==> src/rtl/dff_pipe_pkg.sv <==
// dff_pipe_pkg: default geometry and occupancy-counter width helper shared by dff_pipe and dff_stage
package dff_pipe_pkg;

    localparam int DFF_PIPE_WIDTH = 8;
    localparam int DFF_PIPE_DEPTH = 4;

    // Bits needed to count 0..depth items inclusive.
    function automatic int occ_width(input int depth);
        return $clog2(depth + 1);
    endfunction

endpackage

==> src/rtl/dff_stage.sv <==
// dff_stage: one pipe slot, a valid bit plus a data register with load enable
//   clk, rst   : clock, asynchronous active-high reset (v=0, d=RESET_VAL)
//   flush      : empty the slot at the next edge, data untouched
//   load       : capture din and become valid
//   take       : the held item moves on this edge
//   din        : incoming data
//   v, d       : slot valid and data
module dff_stage
    import dff_pipe_pkg::*;
#(
    parameter int               WIDTH     = DFF_PIPE_WIDTH,
    parameter logic [WIDTH-1:0] RESET_VAL = '0
) (
    input  logic             clk,
    input  logic             rst,
    input  logic             flush,
    input  logic             load,
    input  logic             take,
    input  logic [WIDTH-1:0] din,
    output logic             v,
    output logic [WIDTH-1:0] d
);

    // A slot that is both taken and reloaded stays valid with the new item.
    always_ff @(posedge clk or posedge rst) begin
        if (rst) begin
            v <= 1'b0;
            d <= RESET_VAL;
        end else begin
            v <= !flush && (load || (v && !take));
            if (load && !flush)
                d <= din;
        end
    end

endmodule

==> src/rtl/dff_pipe.sv <==
// dff_pipe: DEPTH-stage valid/ready register pipe with bubble collapse and flush
//   clk, rst              : clock, asynchronous active-high reset
//   in_valid/in_ready     : upstream handshake, in_data captured on in_valid && in_ready
//   out_valid/out_ready   : downstream handshake, out_data is the last-stage register
//   flush                 : discard every held item at the next edge
//   occ                   : held-item count, only with DFF_PIPE_OCC_EN defined
module dff_pipe
    import dff_pipe_pkg::*;
#(
    parameter int               WIDTH     = DFF_PIPE_WIDTH,
    parameter int               DEPTH     = DFF_PIPE_DEPTH,
    parameter logic [WIDTH-1:0] RESET_VAL = '0
) (
    input  logic                          clk,
    input  logic                          rst,
    input  logic                          in_valid,
    output logic                          in_ready,
    input  logic [WIDTH-1:0]              in_data,
    output logic                          out_valid,
    input  logic                          out_ready,
    output logic [WIDTH-1:0]              out_data,
    input  logic                          flush
`ifdef DFF_PIPE_OCC_EN
    ,
    output logic [occ_width(DEPTH)-1:0]   occ
`endif
);

    logic [DEPTH-1:0]            v;
    logic [DEPTH-1:0]            adv;
    logic [DEPTH-1:0]            load;
    logic [DEPTH-1:0]            take;
    logic [DEPTH-1:0][WIDTH-1:0] d;
    logic [DEPTH-1:0][WIDTH-1:0] din;

    for (genvar g = 0; g < DEPTH; g++) begin : g_stage
        // Stage g can move iff the sink drains or any slot from g onward is empty;
        // the flat form avoids a combinational chain through one vector.
        assign adv[g] = out_ready || !(&v[DEPTH-1:g]);
        if (g == 0) begin : g_head
            assign load[g] = in_valid && in_ready;
            assign din[g]  = in_data;
        end else begin : g_body
            assign load[g] = v[g-1] && adv[g];
            assign din[g]  = d[g-1];
        end
        if (g == DEPTH - 1) begin : g_tail
            assign take[g] = out_ready;
        end else begin : g_mid
            assign take[g] = adv[g+1];
        end
        dff_stage #(
            .WIDTH     (WIDTH),
            .RESET_VAL (RESET_VAL)
        ) u_stage (
            .clk   (clk),
            .rst   (rst),
            .flush (flush),
            .load  (load[g]),
            .take  (take[g]),
            .din   (din[g]),
            .v     (v[g]),
            .d     (d[g])
        );
    end

    assign in_ready  = adv[0] && !flush;
    assign out_valid = v[DEPTH-1];
    assign out_data  = d[DEPTH-1];

`ifdef DFF_PIPE_OCC_EN
    localparam int OW = occ_width(DEPTH);
    logic in_fire;
    logic out_fire;
    assign in_fire  = in_valid && in_ready;
    assign out_fire = out_valid && out_ready;
    always_ff @(posedge clk or posedge rst) begin
        if (rst)
            occ <= '0;
        else
            occ <= flush ? '0 : occ + OW'(in_fire) - OW'(out_fire);
    end
`endif

endmodule

==> config.mk <==
export PLATFORM = sky130hd
export DESIGN_NAME = dff_pipe
export DESIGN_NICKNAME = d
export VERILOG_FILES = /design/src/rtl/dff_pipe_pkg.sv /design/src/rtl/dff_stage.sv /design/src/rtl/dff_pipe.sv
export SDC_FILE = /design/constraint.sdc
export NUM_CORES = 1
export LEC_CHECK = 0
export CORE_MARGIN = 4
export CORE_UTILIZATION = 35
export CTS_BUF_LIST = sky130_fd_sc_hd__clkbuf_8
export DETAILED_ROUTE_END_ITERATION = 8
export PLACE_DENSITY = 0.54
export SLEW_MARGIN = 10
export SYNTH_ARGS = -nofsm -noshare
export SYNTH_HDL_FRONTEND = slang
export SYNTH_SLANG_ARGS = --single-unit
==> constraint.sdc <==
create_clock -name clk -period 2.9 [get_ports clk]
set_input_delay 0.435 -clock clk [delete_from_list [all_inputs] [get_ports clk]]
set_output_delay 0.435 -clock clk [all_outputs]
set_load 0.02 [all_outputs]
### Word level (Yosys, flattened, before mapping)

Index checks and enable logic that the tools add are counted.

* register bits: 36
* bits in latches: 0
* RAM bits: 0
* bits in read-only memories: 0
* input bits: 13
* logic and storage cells: 45
* memories: 0

* $add $sub $neg: 0
* multipliers: 0
* div/mod/pow operators: 0
* order comparisons: 0
* equality and inequality tests: 0
* shifts and indexed selects: 0
* mux-type cells: 0
* bitwise operators: 0
* reductions and logical operators: 37

Operators with widths (number)
* logical AND 1 bit: 17
* zero test 1 bit: 9
* logical OR 1 bit: 8
* AND reduction 4 bit: 1
* AND reduction 3 bit: 1
* AND reduction 2 bit: 1

### Depth between registers and ports, before layout

Gate-level depths: netlist (run 1).

* depth after elaboration: 7
* depth in mapped cells: 5
* mapped depth without buffers: 3

### By module

From an unflattened synthesis (run 1), not the netlist that was laid out.

* cell total of the unflattened synthesis: 103
* area total of the unflattened synthesis: 1620.3 µm²

By module, submodules not included
* dff_stage: instances 4, cells an instance 23, area each 389.1 µm², sequential area each 225.2 µm²
* dff_pipe: instances 1, cells an instance 11, area each 63.8 µm², sequential area each 0.0 µm²

### Least setup slack after synthesis (run 1)

OpenSTA, ideal clock, no wires.

* path kind: flip-flop to flip-flop
* start: reg g_stage[3].u_stage.v
* end: reg g_stage[1].u_stage.d[0]
* setup time: 0.125 ns
* arrival: 1.554 ns
* slack: 1.221 ns
* cell stages (with the launch flop): 6
* period minus slack after synthesis: 1.679 ns
* cell sequence: dfrtp_1 > and4b_1 > buf_6 > or3b_1 > buf_6 > mux2_4

* longest elaborated chain between the ends: 5

Ends and longest elaborated chain
* from (decl): RTL line dff_stage.sv:20 `output logic v,`
* from (signal assigned): RTL line dff_stage.sv:30 `v <= !flush && (load || (v && !take));`
* AND reduction 3 bit: RTL line dff_pipe.sv:39 `assign adv[g] = out_ready || !(&v[DEPTH-1:g]);`
* zero test 1 bit: RTL line dff_pipe.sv:39
* logical OR 1 bit: RTL line dff_pipe.sv:39
* logical AND 1 bit: RTL line dff_pipe.sv:44 `assign load[g] = v[g-1] && adv[g];`
* logical AND 1 bit: RTL line dff_stage.sv:31 `if (load && !flush)`
* to (signal assigned): RTL line dff_stage.sv:32 `d <= din;`
* to (decl): RTL line dff_stage.sv:21 `output logic [WIDTH-1:0] d`

No other way between the ends.
A chain may end at the register's enable or synchronous reset.

### Final worst setup path (run 1)

* start: in out_ready
* end: out in_ready

* longest elaborated chain between the ends: 2

Ends and longest elaborated chain
* from (decl): RTL line dff_pipe.sv:20 `input logic out_ready,`
* logical OR 1 bit: RTL line dff_pipe.sv:39
* logical AND 1 bit: RTL line dff_pipe.sv:67 `assign in_ready = adv[0] && !flush;`
* to (decl): RTL line dff_pipe.sv:17 `output logic in_ready,`

No other way between the ends.

==> key figures, run 1 <==
Clock tree
  – Clock net sink count: 36
  – CTS tree: done
  – Resized Gates After CTS: 0
  – Worst skew pair latency: 0.28 ns
  – Num CTS Buffers: 5
  – Clk pin slew, worst setup/hold paths: 0.07 ns
  – Clk Tree Root Cell: clkbuf_8
  – Clock Tree Buf Depth: 2
  – # Post-CTS Setup Buffers: 0
  – Hold_buf cts: 0
  – H-tree levels: 2

Drt
  – Routed wire length: 1990 µm
  – Via density: 4.51
  – Mean routed wirelength per cell: 11.9 µm
  – Via count: 754
  – DRC viols: 0
  – Post-route ant nets: 0
  – Initial DRC count: 15
  – TritonRoute pass-1 iters: 3

Finish
  – Design area: 1780 µm²
  – # diodes: 0
  – Share of cells above drive strength 1: 0.359
  – Final #Nets: 129
  – Area Growth Syn to Fin: 19.3%

Worst setup path
  – CP Class: input pin to primary output
  – Buffers & Inverters on Critical Path: 2
  – Most used cell, CP: clkdlybuf4s50_1
  – RR Endpoint: g_stage[1].u_stage.d[2]
  – Startpoint Class: input pin
  – CP max FO: 5
  – Critical Path Slowest Stage Cell: clkdlybuf4s50_1
  – CP Data Required Time: 2.47 ns
  – CP peak stage delay: 0.62 ns
  – Top Family by Delay on Critical Path: buffers and inverters
  – R2R Path Start: g_stage[2].u_stage.v
  – R2R cell count: 3
  – Flop2flop setup slack: 1.16 ns
  – Crit path from: out_ready
  – Critical Path AT: 1.94 ns
  – Crit path cell chain: clkdlybuf4s50_1, and4b_1, a21oi_1, clkdlybuf4s50_1
  – CP Depth: 4
  – Critical Path End Type: primary output
  – CP Capture Point: in_ready

STA
  – Number of setup violations in the final report: 0
  – Setup TNS Final: 0 ns
  – Period utilization: 0.820
  – Min Tclk post-route: 2.38 ns
  – Fmax: 421 MHz
  – Setup WS post-layout: 0.522 ns
  – Minimum hold slack: 0.504 ns
  – Slew Limit Fails: 0
  – Relative slew slack: 0.587
  – RSZ-0062 raised after global routing: false
  – Clock Skew: 0.00509 ns
  – Hold violation total from the final report: 0
  – Tightest Pin Transition: 0.617 ns

Run status
  – Outcome: finished, final reports clean

Synthesis
  – Post-synthesis sequential area ratio: 0.604
  – Post-Synthesis Cells: 98
  – Number of synthesized register bits: 36
  – Post-synthesis async set-or-reset flop share: 1.00
  – Most common cell in the synthesized netlist: dfrtp_1
  – Syn_area_per_cell: 15.2 µm²
  – Most common flop cell mapped by yosys: dfrtp_1
  – Synthesized Nets: 111
  – Synthesis Warnings: 0
  – Synth area leader: dfrtp_1
  – Post-Syn Area: 1490 µm²
  – Synth unique cells: 16
  – Area contributors post-synth: dfrtp_1, mux2_2, mux2_4, buf_4, buf_6
  – Share of the synthesized area in the top cell type: 0.604
  – Number of synthesized flops with an enable pin: 0
  – Most frequent cells after synthesis: dfrtp_1, mux2_2, buf_4, mux2_4, nor2_1

Global route
  – Initial antenna violation count: 0
  – Vias in the first global route: 815
  – First-pass GRT wire length: 3660 µm
  – GRT Util Overall: 0.0918
  – Gr ovfl total: 0
  – Largest net degree at the start of global routing: 37

Place
  – Routability cong.: 0.668
  – Dpl ws: 0.520 ns
  – Port bufs: 22
  – Area post-placement: 1690 µm²
  – DP HPWL: 1470 µm

Floorplan
  – Rows: 23
  – Core Footprint: 4060 µm²
  – Die Width: 73.3 µm
  – Initial Util: 0.368
  – Die height: 73.3 µm
  – Die ar.: 5370 µm²
  – IO Count: 23

Min path
  – WHS Path Cells: 1
  – Worst hold path class: register to register
  – Hold Startpoint: g_stage[0].u_stage.d[5]

Power
  – Pwr Density: 776 nW/µm²
  – Worst vdd ir: 0.000293 V
  – LEAKAGE: 0.807 nW

Job
  – Max_cap viols: 0
-- kinds of logic after synthesis --
| kind of cell | share of synthesized area |
|---|---|
| AOI/OAI and AO/OA | 0.0226 |
| buffers and inverters | 0.0671 |
| DFF | 0.604 |
| muxes | 0.262 |
| and+or+nand+nor | 0.0445 |
-- metrics by stage --
step	std cells	util	power, mW
after detailed placement	159	0.416	1.05
final	167	0.438	1.38
after global placement	159	0.416	1.04
after floorplan	98	-	0.972
after CTS	167	0.438	1.41
after global routing	167	0.438	1.46
-- worst register-to-register path: stages (launching register included) --
cell     delay, ns
dfrtp_1       0.42
and4b_1       0.26
or3b_1        0.58
mux2_4        0.37
-- where the power goes --
group	switching [mW]	internal, mW	leakage, nW	total [mW]
Sequential	0.0680	0.640	0.445	0.708
Clock	0.161	0.186	0.0538	0.347
Combinational	0.117	0.207	0.308	0.325
Total	0.346	1.03	0.807	1.38
-- sequential cells by signal, summed over array words and instances (netlist names) --
signal	flops
g_stage.u_stage.d	32
g_stage.u_stage.v	4
-- worst min-delay path by stage --
stage	end	slack, ns
floorplan	g_stage[2].u_stage.d[0]	0.47
global placement	g_stage[2].u_stage.d[7]	0.48
detailed placement	g_stage[3].u_stage.d[1]	0.49
CTS	g_stage[2].u_stage.d[1]	0.51
global route	g_stage[3].u_stage.d[2]	0.52
finish	g_stage[1].u_stage.d[5]	0.50
-- cell type report --
class	count	area (µm²)
clock buffer	6	82.6
inverter	2	7.51
multi-input combinational	48	490
timing repair buffer	23	228
fill	383	2280
tap	50	62.6
sequential	36	901
clock inverter	2	7.51
-- layer usage --
| layer | share of wire | GRT usage | up-vias |
|---|---|---|---|
| li1 | - | - | 365 |
| met1 | 0.44 | 0.105 | 364 |
| met2 | 0.47 | 0.143 | 17 |
| met3 | 0.057 | 0.0287 | 8 |
| met4 | 0.035 | 0.0676 | 0 |
| met5 | 0 | 0 | - |
-- cells in the final DEF (no fill, tap or decap) --
master,netlist,routed
dfrtp_1,36,36
clkdlybuf4s50_1,0,22
and4b_1,1,1
nor2_1,6,6
inv_1,2,4
or3b_1,1,1
a211o_2,1,1
mux2_2,24,24
nor2b_1,1,1
buf_4,8,1
nand2b_1,1,1
a21oi_2,1,1
a21oi_1,3,3
mux2_4,8,8
nor3b_2,1,1
clkbuf_8,0,6
(Power assumes the default switching activity.)
==> run 2: changes to the inputs <==
--- a/config.mk
+++ b/config.mk
@@ -9,7 +9,7 @@
 export CORE_UTILIZATION = 35
 export CTS_BUF_LIST = sky130_fd_sc_hd__clkbuf_8
 export DETAILED_ROUTE_END_ITERATION = 8
-export PLACE_DENSITY = 0.54
+export PLACE_DENSITY = 0.56
 export SLEW_MARGIN = 10
 export SYNTH_ARGS = -nofsm -noshare
 export SYNTH_HDL_FRONTEND = slang
==> constraint.sdc (replaced) <==
create_clock -name clk -period 2.1 [get_ports clk]
set_input_delay 0.315 -clock clk [delete_from_list [all_inputs] [get_ports clk]]
set_output_delay 0.315 -clock clk [all_outputs]
set_load 0.02 [all_outputs]
==> run 2 against run 1 <==
Sequential share of layout area decreased by 0.98 points. Wire length increased by 5.2%. Non-clock buffer count increased by 4. Clock-buffer cell count increased by 1. Final cell count increased by 1.8%. Clock power increased by 50%. Register-to-register slack got worse by 0.76 ns. Setup slack got worse by 0.25 ns. Hold slack got worse by 0.065 ns. Via count increased by 0.13%. Total power increased by 41%. Sequential cell count unchanged. Critical endpoint unchanged. Largest power group unchanged.
==> key figures, run 2 (synthesis gave the netlist of run 1 again) <==
Drt
  – Initial DRC count: 19 (was 15)
  – DRC viols: 0 (unchanged)
  – Post-route ant nets: 0 (unchanged)
  – Mean routed wirelength per cell: 12.3 µm (was 11.9 µm)
  – Via density: 4.44 (was 4.51)
  – Via count: 755 (was 754)
  – Routed wire length: 2090 µm (was 1990 µm)
  – TritonRoute pass-1 iters: 4 (was 3)

Clock tree
  – CTS tree: done (unchanged)
  – # Post-CTS Setup Buffers: 0 (unchanged)
  – Worst skew pair latency: 0.29 ns (was 0.28 ns)
  – Clock Tree Buf Depth: 2 (unchanged)
  – Num CTS Buffers: 5 (unchanged)
  – Clock net sink count: 36 (unchanged)
  – H-tree levels: 2 (unchanged)
  – Clk pin slew, worst setup/hold paths: 0.07 ns (about the same)
  – Clk Tree Root Cell: clkbuf_8 (unchanged)

STA
  – Relative slew slack: 0.689 (was 0.587)
  – Period utilization: 0.870
  – RSZ-0062 raised after global routing: false (unchanged)
  – Clock Skew: 0.00315 ns (was 0.00509 ns)
  – Tightest Pin Transition: 0.467 ns (was 0.617 ns)
  – Min Tclk post-route: 1.83 ns
  – Setup TNS Final: 0 ns (unchanged)
  – Slew Limit Fails: 0 (unchanged)
  – Hold violation total from the final report: 0 (unchanged)
  – Number of setup violations in the final report: 0 (unchanged)
  – Fmax: 547 MHz

Finish
  – Seq. cell area: 901 µm² (unchanged)
  – Top Registers: g_stage.u_stage.d (32), g_stage.u_stage.v (4) (unchanged)
  – # diodes: 0 (unchanged)
  – Most common cell after layout, fill and taps aside: dfrtp_1 (unchanged)
  – Commonest cells after routing, fill and taps aside: dfrtp_1, mux2_2, clkdlybuf4s50_1, mux2_4, clkbuf_8 (was dfrtp_1, mux2_2, clkdlybuf4s50_1, mux2_4)
  – Multi-input combinational cell area: 490 µm² (unchanged)
  – Final #Nets: 133 (was 129)
  – Area Growth Syn to Fin: 21.6% (was 19.3%)
  – Fill cell count: 365 (was 383)
  – Largest reg by FF count: g_stage.u_stage.d (unchanged)
  – Share of cells above drive strength 1: 0.392 (was 0.359)
  – Max FFs per register: 32 (unchanged)

Power
  – Worst vdd ir: 0.000426 V (was 0.000293 V)
  – Pwr Density: 1070 nW/µm² (was 776 nW/µm²)
  – Power, Total: 1.95 mW (was 1.38 mW)
  – LEAKAGE: 0.826 nW (was 0.807 nW)

Floorplan
  – Core Footprint: 4060 µm² (unchanged)
  – Die Width: 73.3 µm (unchanged)
  – Rows: 23 (unchanged)
  – Initial Util: 0.368 (unchanged)
  – Die height: 73.3 µm (unchanged)
  – Die ar.: 5370 µm² (unchanged)
  – IO Count: 23 (unchanged)

Worst setup path
  – Flop2flop setup slack: 0.40 ns (was 1.16 ns)
  – CP Class: input pin to primary output (unchanged)
  – Critical Path AT: 1.51 ns (was 1.94 ns)
  – CP Data Required Time: 1.78 ns (was 2.47 ns)
  – Startpoint Class: input pin (unchanged)
  – Critical Path End Type: primary output (unchanged)
  – CP max FO: 3 (was 5)

Min path
  – Worst hold path class: input pin to async pin (was register to register)

Job
  – Max_cap viols: 0 (unchanged)

Global route
  – First-pass GRT wire length: 3520 µm (was 3660 µm)
  – Gr ovfl total: 0 (unchanged)
  – GRT Util Overall: 0.0888 (was 0.0918)
  – Vias in the first global route: 753 (was 815)
  – Largest net degree at the start of global routing: 37 (unchanged)
  – Initial antenna violation count: 0 (unchanged)

Place
  – DP HPWL: 1520 µm (was 1470 µm)
  – Port bufs: 22 (unchanged)
  – Routability cong.: 0.637 (was 0.668)

Run status
  – Outcome: finished, final reports clean (unchanged)
run 2: worst paths after layout:
check                                         from                      end  depth (start not counted)
max                                      out_ready                 in_ready                          4
min                                            rst  g_stage[2].u_stage.d[4]                          3
max reg2reg                   g_stage[2].u_stage.v  g_stage[1].u_stage.d[0]                          3
min reg2reg                g_stage[3].u_stage.d[0]  g_stage[3].u_stage.d[0]                          1
max in group asynchronous                      rst     g_stage[2].u_stage.v                          3
min in group clk           g_stage[3].u_stage.d[0]  g_stage[3].u_stage.d[0]                          1
run 2: through the flow:
stage | worst slack, ns | instance area [µm²] | std cells | utilization | hold slack, ns
after CTS | 0.267 | 1810 | 170 | 0.447 | 0.444
after global placement | 0.0170 | 1720 | 163 | 0.424 | 0.484
final | 0.272 | 1810 | 170 | 0.447 | 0.438
after detailed placement | -0.0188 | 1720 | 163 | 0.424 | 0.493
after global routing | 0.221 | 1810 | 170 | 0.447 | 0.492
after floorplan | 0.421 | 1490 | 98 | - | 0.442
run 2: timing repair:
| action | in CTS | in global routing |
|---|---|---|
| hold endpoints to repair | 0 | 0 |
| hold buffers | 0 | 0 |
| resized for setup | 1 | 0 |
| setup endpoints to repair | 1 | 0 |
run 2: power by group:
group          internal [mW]  switching, mW  leakage (nW)
logic                  0.289          0.164         0.331
registers              0.884         0.0917         0.445
clock network          0.292          0.228        0.0503
total                   1.46          0.483         0.826
run 2: cell type report:
| class | count | area share |
|---|---|---|
| clock buffers | 7 | 0.0531 |
| repair buffers | 27 | 0.141 |
| multi-input cells | 48 | 0.270 |
| flip-flops and latches | 36 | 0.497 |
| well taps | 50 | 0.0345 |
| inverters | 2 | 0.00414 |
run 2: routing by layer:
metal | up-vias | wire (µm) | global-route usage
li1 | 372 | - | -
met1 | 360 | 925 | 0.109
met2 | 17 | 986 | 0.125
met3 | 6 | 103 | 0.0328
met4 | 0 | 75 | 0.0676
met5 | - | 0 | 0
run 2: critical path, cell delays in order:
cell             delay [ns]
clkdlybuf4s50_1        0.48
and4b_1                0.22
a21oi_1                0.14
dlygate4sd2_1          0.35
